[config.mk]
export PLATFORM = sky130hd
export DESIGN_NAME = vend_change_dispenser_flat
export DESIGN_NICKNAME = d
export VERILOG_FILES = /design/src/rtl/vend_pkg.sv /design/src/rtl/vend_change_dispenser_if.sv /design/src/rtl/vend_coin_select.sv /design/src/rtl/vend_change_dispenser.sv /design/src/flat_wrapper.sv
export SDC_FILE = /design/constraint.sdc
export NUM_CORES = 1
export LEC_CHECK = 0
export CAP_MARGIN = 20
export CORE_MARGIN = 2
export CORE_UTILIZATION = 55
export DETAILED_ROUTE_END_ITERATION = 8
export PLACE_DENSITY = 0.8
export SLEW_MARGIN = 30
export SYNTH_ARGS = -nofsm -noshare
export SYNTH_HDL_FRONTEND = slang
export SYNTH_SLANG_ARGS = --single-unit
[constraint.sdc]
create_clock -name clk -period 3.6 [get_ports clk]
set_input_delay 0.9 -clock clk [delete_from_list [all_inputs] [get_ports clk]]
set_output_delay 0.9 -clock clk [all_outputs]
set_load 0.1 [all_outputs]
[src/rtl/vend_pkg.sv]
// Shared vending definitions: coin encodings, unit values, FSM states and default widths.
// Used by both the coin-accept controller and the change dispenser.
package vend_pkg;

   localparam int UNIT_W_DEF = 4;

   localparam logic [1:0] COIN_5  = 2'b00;
   localparam logic [1:0] COIN_10 = 2'b01;
   localparam logic [1:0] COIN_25 = 2'b10;

   // Coin values expressed in 5-cent units
   localparam int unsigned UNIT_5  = 1;
   localparam int unsigned UNIT_10 = 2;
   localparam int unsigned UNIT_25 = 5;

   typedef enum logic [1:0] {
      IDLE   = 2'd0,
      SELECT = 2'd1,
      REQ    = 2'd2,
      FINISH = 2'd3
   } state_e;

   function automatic int unsigned coin_value(input logic [1:0] t);
      case (t)
         COIN_25: return UNIT_25;
         COIN_10: return UNIT_10;
         default: return UNIT_5;
      endcase
   endfunction

endpackage

[src/rtl/vend_change_dispenser_if.sv]
// Change-dispenser bus: transaction request/result plus per-coin hopper handshake.
interface vend_change_dispenser_if
   import vend_pkg::*;
   #(parameter int UNIT_W = UNIT_W_DEF) ();

   logic              start;
   logic [UNIT_W-1:0] change_units;
   logic [2:0]        hopper_empty;
   logic              coin_ack;
   logic              coin_req;
   logic [1:0]        coin_type;
   logic              busy;
   logic              done;
   logic [UNIT_W-1:0] short_units;

   modport master (
      output start, change_units, hopper_empty, coin_ack,
      input  coin_req, coin_type, busy, done, short_units
   );

   modport slave (
      input  start, change_units, hopper_empty, coin_ack,
      output coin_req, coin_type, busy, done, short_units
   );

endinterface

[src/rtl/vend_coin_select.sv]
// Combinational greedy selector: largest coin that fits, is stocked and has not failed.
module vend_coin_select
   import vend_pkg::*;
#(
   parameter int UNIT_W = UNIT_W_DEF
) (
   input  logic [UNIT_W-1:0] remaining_i,
   input  logic [2:0]        hopper_empty_i,
   input  logic [2:0]        fail_i,
   output logic              found_o,
   output logic [1:0]        coin_type_o
);

   always_comb begin
      found_o     = 1'b0;
      coin_type_o = COIN_5;
      if (!hopper_empty_i[2] && !fail_i[2] && remaining_i >= UNIT_W'(UNIT_25)) begin
         found_o     = 1'b1;
         coin_type_o = COIN_25;
      end else if (!hopper_empty_i[1] && !fail_i[1] && remaining_i >= UNIT_W'(UNIT_10)) begin
         found_o     = 1'b1;
         coin_type_o = COIN_10;
      end else if (!hopper_empty_i[0] && !fail_i[0] && remaining_i >= UNIT_W'(UNIT_5)) begin
         found_o     = 1'b1;
         coin_type_o = COIN_5;
      end
   end

endmodule

[src/rtl/vend_change_dispenser.sv]
// Pays a change amount out coin-by-coin through a req/ack hopper handshake,
// falling back to smaller coins on empty or unresponsive tubes and reporting any shortfall.
module vend_change_dispenser
   import vend_pkg::*;
#(
   parameter int ACK_TIMEOUT = 16,
   parameter int UNIT_W      = UNIT_W_DEF
) (
   input  logic                    clk,
   input  logic                    rst,
   vend_change_dispenser_if.slave  bus
);

   localparam int CNT_W = (ACK_TIMEOUT > 1) ? $clog2(ACK_TIMEOUT) : 1;

   state_e            state_q, state_d;
   logic [UNIT_W-1:0] remaining_q, remaining_d;
   logic [UNIT_W-1:0] short_q, short_d;
   logic [2:0]        fail_q, fail_d;
   logic [CNT_W-1:0]  cnt_q, cnt_d;
   logic              req_q, req_d;
   logic [1:0]        type_q, type_d;
   logic              busy_q, busy_d;
   logic              done_q, done_d;

   logic              sel_found;
   logic [1:0]        sel_type;

   vend_coin_select #(.UNIT_W(UNIT_W)) u_select (
      .remaining_i    (remaining_q),
      .hopper_empty_i (bus.hopper_empty),
      .fail_i         (fail_q),
      .found_o        (sel_found),
      .coin_type_o    (sel_type)
   );

   always_ff @(posedge clk or posedge rst) begin
      if (rst) begin
         state_q     <= IDLE;
         remaining_q <= '0;
         short_q     <= '0;
         fail_q      <= '0;
         cnt_q       <= '0;
         req_q       <= 1'b0;
         type_q      <= COIN_5;
         busy_q      <= 1'b0;
         done_q      <= 1'b0;
      end else begin
         state_q     <= state_d;
         remaining_q <= remaining_d;
         short_q     <= short_d;
         fail_q      <= fail_d;
         cnt_q       <= cnt_d;
         req_q       <= req_d;
         type_q      <= type_d;
         busy_q      <= busy_d;
         done_q      <= done_d;
      end
   end

   always_comb begin
      state_d     = state_q;
      remaining_d = remaining_q;
      short_d     = short_q;
      fail_d      = fail_q;
      cnt_d       = cnt_q;
      req_d       = req_q;
      type_d      = type_q;
      busy_d      = busy_q;
      done_d      = 1'b0;
      case (state_q)
         IDLE: begin
            if (bus.start) begin
               remaining_d = bus.change_units;
               fail_d      = '0;
               short_d     = '0;
               busy_d      = 1'b1;
               state_d     = SELECT;
            end
         end
         SELECT: begin
            // Shortfall is registered here so it is already valid in the done cycle
            if (sel_found) begin
               type_d  = sel_type;
               req_d   = 1'b1;
               cnt_d   = '0;
               state_d = REQ;
            end else begin
               short_d = remaining_q;
               done_d  = 1'b1;
               state_d = FINISH;
            end
         end
         REQ: begin
            if (bus.coin_ack) begin
               remaining_d = remaining_q - UNIT_W'(coin_value(type_q));
               req_d       = 1'b0;
               state_d     = SELECT;
            end else if (cnt_q == CNT_W'(ACK_TIMEOUT - 1)) begin
               fail_d  = fail_q | (3'b001 << type_q);
               req_d   = 1'b0;
               state_d = SELECT;
            end else begin
               cnt_d = cnt_q + 1'b1;
            end
         end
         FINISH: begin
            busy_d  = 1'b0;
            state_d = IDLE;
         end
         default: state_d = IDLE;
      endcase
   end

   assign bus.coin_req    = req_q;
   assign bus.coin_type   = type_q;
   assign bus.busy        = busy_q;
   assign bus.done        = done_q;
   assign bus.short_units = short_q;

endmodule

[src/flat_wrapper.sv]
// flat-port wrapper written by rule: the top's interface ports become plain ports
module vend_change_dispenser_flat import vend_pkg::*;
#(
   parameter int ACK_TIMEOUT = 16,
   parameter int UNIT_W      = UNIT_W_DEF
)
  (clk, rst, bus_start, bus_change_units, bus_hopper_empty, bus_coin_ack, bus_coin_req, bus_coin_type, bus_busy, bus_done, bus_short_units);
  vend_change_dispenser_if #(.UNIT_W(UNIT_W)) bus_i ();
  input  logic clk;
  input  logic rst;
  input wire logic [$bits(bus_i.start)-1:0] bus_start;
  input wire logic [$bits(bus_i.change_units)-1:0] bus_change_units;
  input wire logic [$bits(bus_i.hopper_empty)-1:0] bus_hopper_empty;
  input wire logic [$bits(bus_i.coin_ack)-1:0] bus_coin_ack;
  output wire logic [$bits(bus_i.coin_req)-1:0] bus_coin_req;
  output wire logic [$bits(bus_i.coin_type)-1:0] bus_coin_type;
  output wire logic [$bits(bus_i.busy)-1:0] bus_busy;
  output wire logic [$bits(bus_i.done)-1:0] bus_done;
  output wire logic [$bits(bus_i.short_units)-1:0] bus_short_units;
  assign bus_i.start = bus_start;
  assign bus_i.change_units = bus_change_units;
  assign bus_i.hopper_empty = bus_hopper_empty;
  assign bus_i.coin_ack = bus_coin_ack;
  assign bus_coin_req = bus_i.coin_req;
  assign bus_coin_type = bus_i.coin_type;
  assign bus_busy = bus_i.busy;
  assign bus_done = bus_i.done;
  assign bus_short_units = bus_i.short_units;
  vend_change_dispenser #(.ACK_TIMEOUT(ACK_TIMEOUT), .UNIT_W(UNIT_W)) u_core (.clk(clk), .rst(rst), .bus(bus_i));
endmodule
==> results.py <==
metrics = {
    "place": {
        "dp_slack_ps": 1100,
        "hpwl_mm": 2.27,
        "gp_congestion": 0.856,
        "io_buffers": 19,
    },
    "critical_path": {
        "path_cells": "clkdlybuf4s50_1",
        "crit_path_top_delay_cell": "clkdlybuf4s50_1",
        "max_stage_delay_ps": 1130,
        "regToRegStartpoint": "u_core.state_q[0]",
        "crit_path_start": "u_core.bus.short_units[3]",
        "cp_max_fo": 2,
        "crit_buf_inv": 1,
        "worst_path_dominant_cell_family": "buffers and inverters",
        "required_ps": 2700,
        "path_class": "flop to primary output",
        "critPathCaptureType": "primary output",
        "critical_path_arrival_ps": 1810,
        "cp-start-kind": "flop",
    },
    "sta": {
        "timing.hold.ws_ps": 501,
        "slew_viol_final": 0,
        "fmax_mhz": 369,
        "worst_slack_ps": 893,
        "finalClockSkew_ps": 5.62,
        "max-slew-margin-rel_pct": 35.3,
        "rsz0062_at_grt": "no",
        "min_period_over_period_pct": 75.2,
        "tightest_slew_ps": 967,
        "tns_ps": 0,
        "fin_crit_ps": 2710,
        "hold_viol_final": 0,
        "final-setup-viol-count": 0,
    },
    "clocking": {
        "clock_latency_ps": 320,
        "cts_setup_buffers": 0,
        "cts_tree": "yes",
        "ctsRootBufferMaster": "clkbuf_4",
        "cts_made_buffers": 3,
        "clk_path_buf_depth": 2,
        "cts_hold_buf": 0,
        "h-tree-depth": 1,
        "ctsResizeCount": 0,
        "clk_pin_slew_ps": 120,
        "clock_sinks": 22,
    },
    "routing": {
        "post_drt_wl_per_cell_um": 15.5,
        "postRouteAntennaNets": 0,
        "first_iter_violations": 27,
        "drc": 0,
        "wirelength_mm": 3.04,
        "via_count": 1179,
        "dr.pass1.iters": 4,
        "viasPerCell": 6.02,
    },
    "global_routing": {
        "grt_pass1_wl_mm": 5.20,
        "grt_pass1_vias": 1201,
        "grt_use_total_pct": 24.2,
        "grt_start_max_net_pins": 23,
        "antenna_found_initial": 0,
        "grt_overflow": 0,
    },
    "floorplanning": {
        "ios": 20,
        "start_util_pct": 57.2,
        "core_um2": 2450,
        "dieArea_um2": 2970,
        "core.rowCount": 18,
        "die_x_um": 54.5,
        "fp.dieH_um": 54.5,
    },
    "logic_synthesis": {
        "synth-edff-count": 0,
        "avgSynthCellArea_um2": 9.55,
        "synthCells": 147,
        "synth_area_um2": 1400,
        "synth_ff_type": "dfrtp_1",
        "synthArstFlopShare_pct": 100,
        "synth-seq-cells": 22,
        "syn-num-nets": 168,
        "yosys_warnings": 0,
        "ys_types": 46,
        "ys_seq_area_share_pct": 39.2,
    },
    "finish": {
        "antenna_cells": 0,
        "n_fill_cell": 206,
        "nets": 189,
        "layout_common_cells": "dfrtp_1, nand2_1, clkdlybuf4s50_1",
        "drive_gt1_share_pct": 12.7,
        "final_common_cell": "dfrtp_1",
        "area_growth_pct": 15.2,
    },
    "min_path": {
        "min_from": "u_core.bus.busy",
        "min_path_type": "flop to flop",
    },
    "status": {
        "outcome": "finished clean",
    },
    "flow_run": {
        "maxCapViolCount": 0,
    },
}
## kinds of logic after synthesis
group / count (synthesis) / share of synthesized area [%]
buffers and inverters: 15 / 4.55
AO/OA/AOI/OAI: 40 / 19.9
AND/OR/NAND/NOR: 53 / 21.9
multiplexers: 6 / 4.37
adder cells (fa/ha/maj): 10 / 9.45
XOR/XNOR: 1 / 0.624
flip-flops: 22 / 39.2
## cell type report
cell class                 instances  area (µm²)  area share [%]
multi-input combinational        110         790            48.8
sequential                        22         551            34.0
timing repair buffer              19         173            10.7
inverter                          12        45.0            2.78
tap                               30        37.5            2.32
clock buffer                       3        22.5            1.39
## worst paths after layout
kind | cells past startpoint | slack (ps) | endpoint
max | 1 | 890 | bus_short_units[3]
min | 2 | 500 | u_core.bus.busy
max reg2reg | 6 | 1580 | u_core.remaining_q[3]
min reg2reg | 2 | 500 | u_core.bus.busy
max in group asynchronous | 2 | 2040 | u_core.fail_q[2]
min in group asynchronous | 2 | 1040 | u_core.fail_q[0]
## per-layer routing
layer	vias to the layer above	share of wire [%]	track usage [%]
met1	575	47	30.2
met3	7	3.6	3.01
met2	25	48	42.6
met4	0	1.5	8.33
li1	572	-	-
met5	-	0	0
## per-stage QoR
step                util (%)  cells  instance area, µm²
floorplan                  -    147                1400
global placement        65.0    193                1600
detailed placement      65.0    193                1600
CTS                     65.9    196                1620
global route            65.9    196                1620
finish                  65.9    196                1620
## synth_stat cells (all sizes together) (3+ instances only)
master | count | area (µm²)
o2bb2ai | 3 | 26.3
o21ai | 12 | 60.1
a21oi | 10 | 50.1
nor2 | 11 | 43.8
mux2i | 5 | 50.1
dfrtp | 22 | 551
nand3b | 3 | 22.5
nand3 | 3 | 15.0
inv | 12 | 45.0
ha | 9 | 113
nand2 | 16 | 60.1
nor3 | 4 | 41.3
a31oi | 3 | 18.8
## sequential cells by signal (all words and copies together) (netlist names)
| name | cells |
|---|---|
| u_core.bus.short_units | 4 |
| u_core.cnt_q | 4 |
| u_core.remaining_q | 4 |
| u_core.fail_q | 3 |
| u_core.bus.coin_type | 2 |
| u_core.state_q | 2 |
| u_core.bus.busy | 1 |
| u_core.bus.coin_req | 1 |
| u_core.bus.done | 1 |
Power is not shown: default switching activity piles up to over one toggle a cycle in this logic, so the estimate is an artifact.
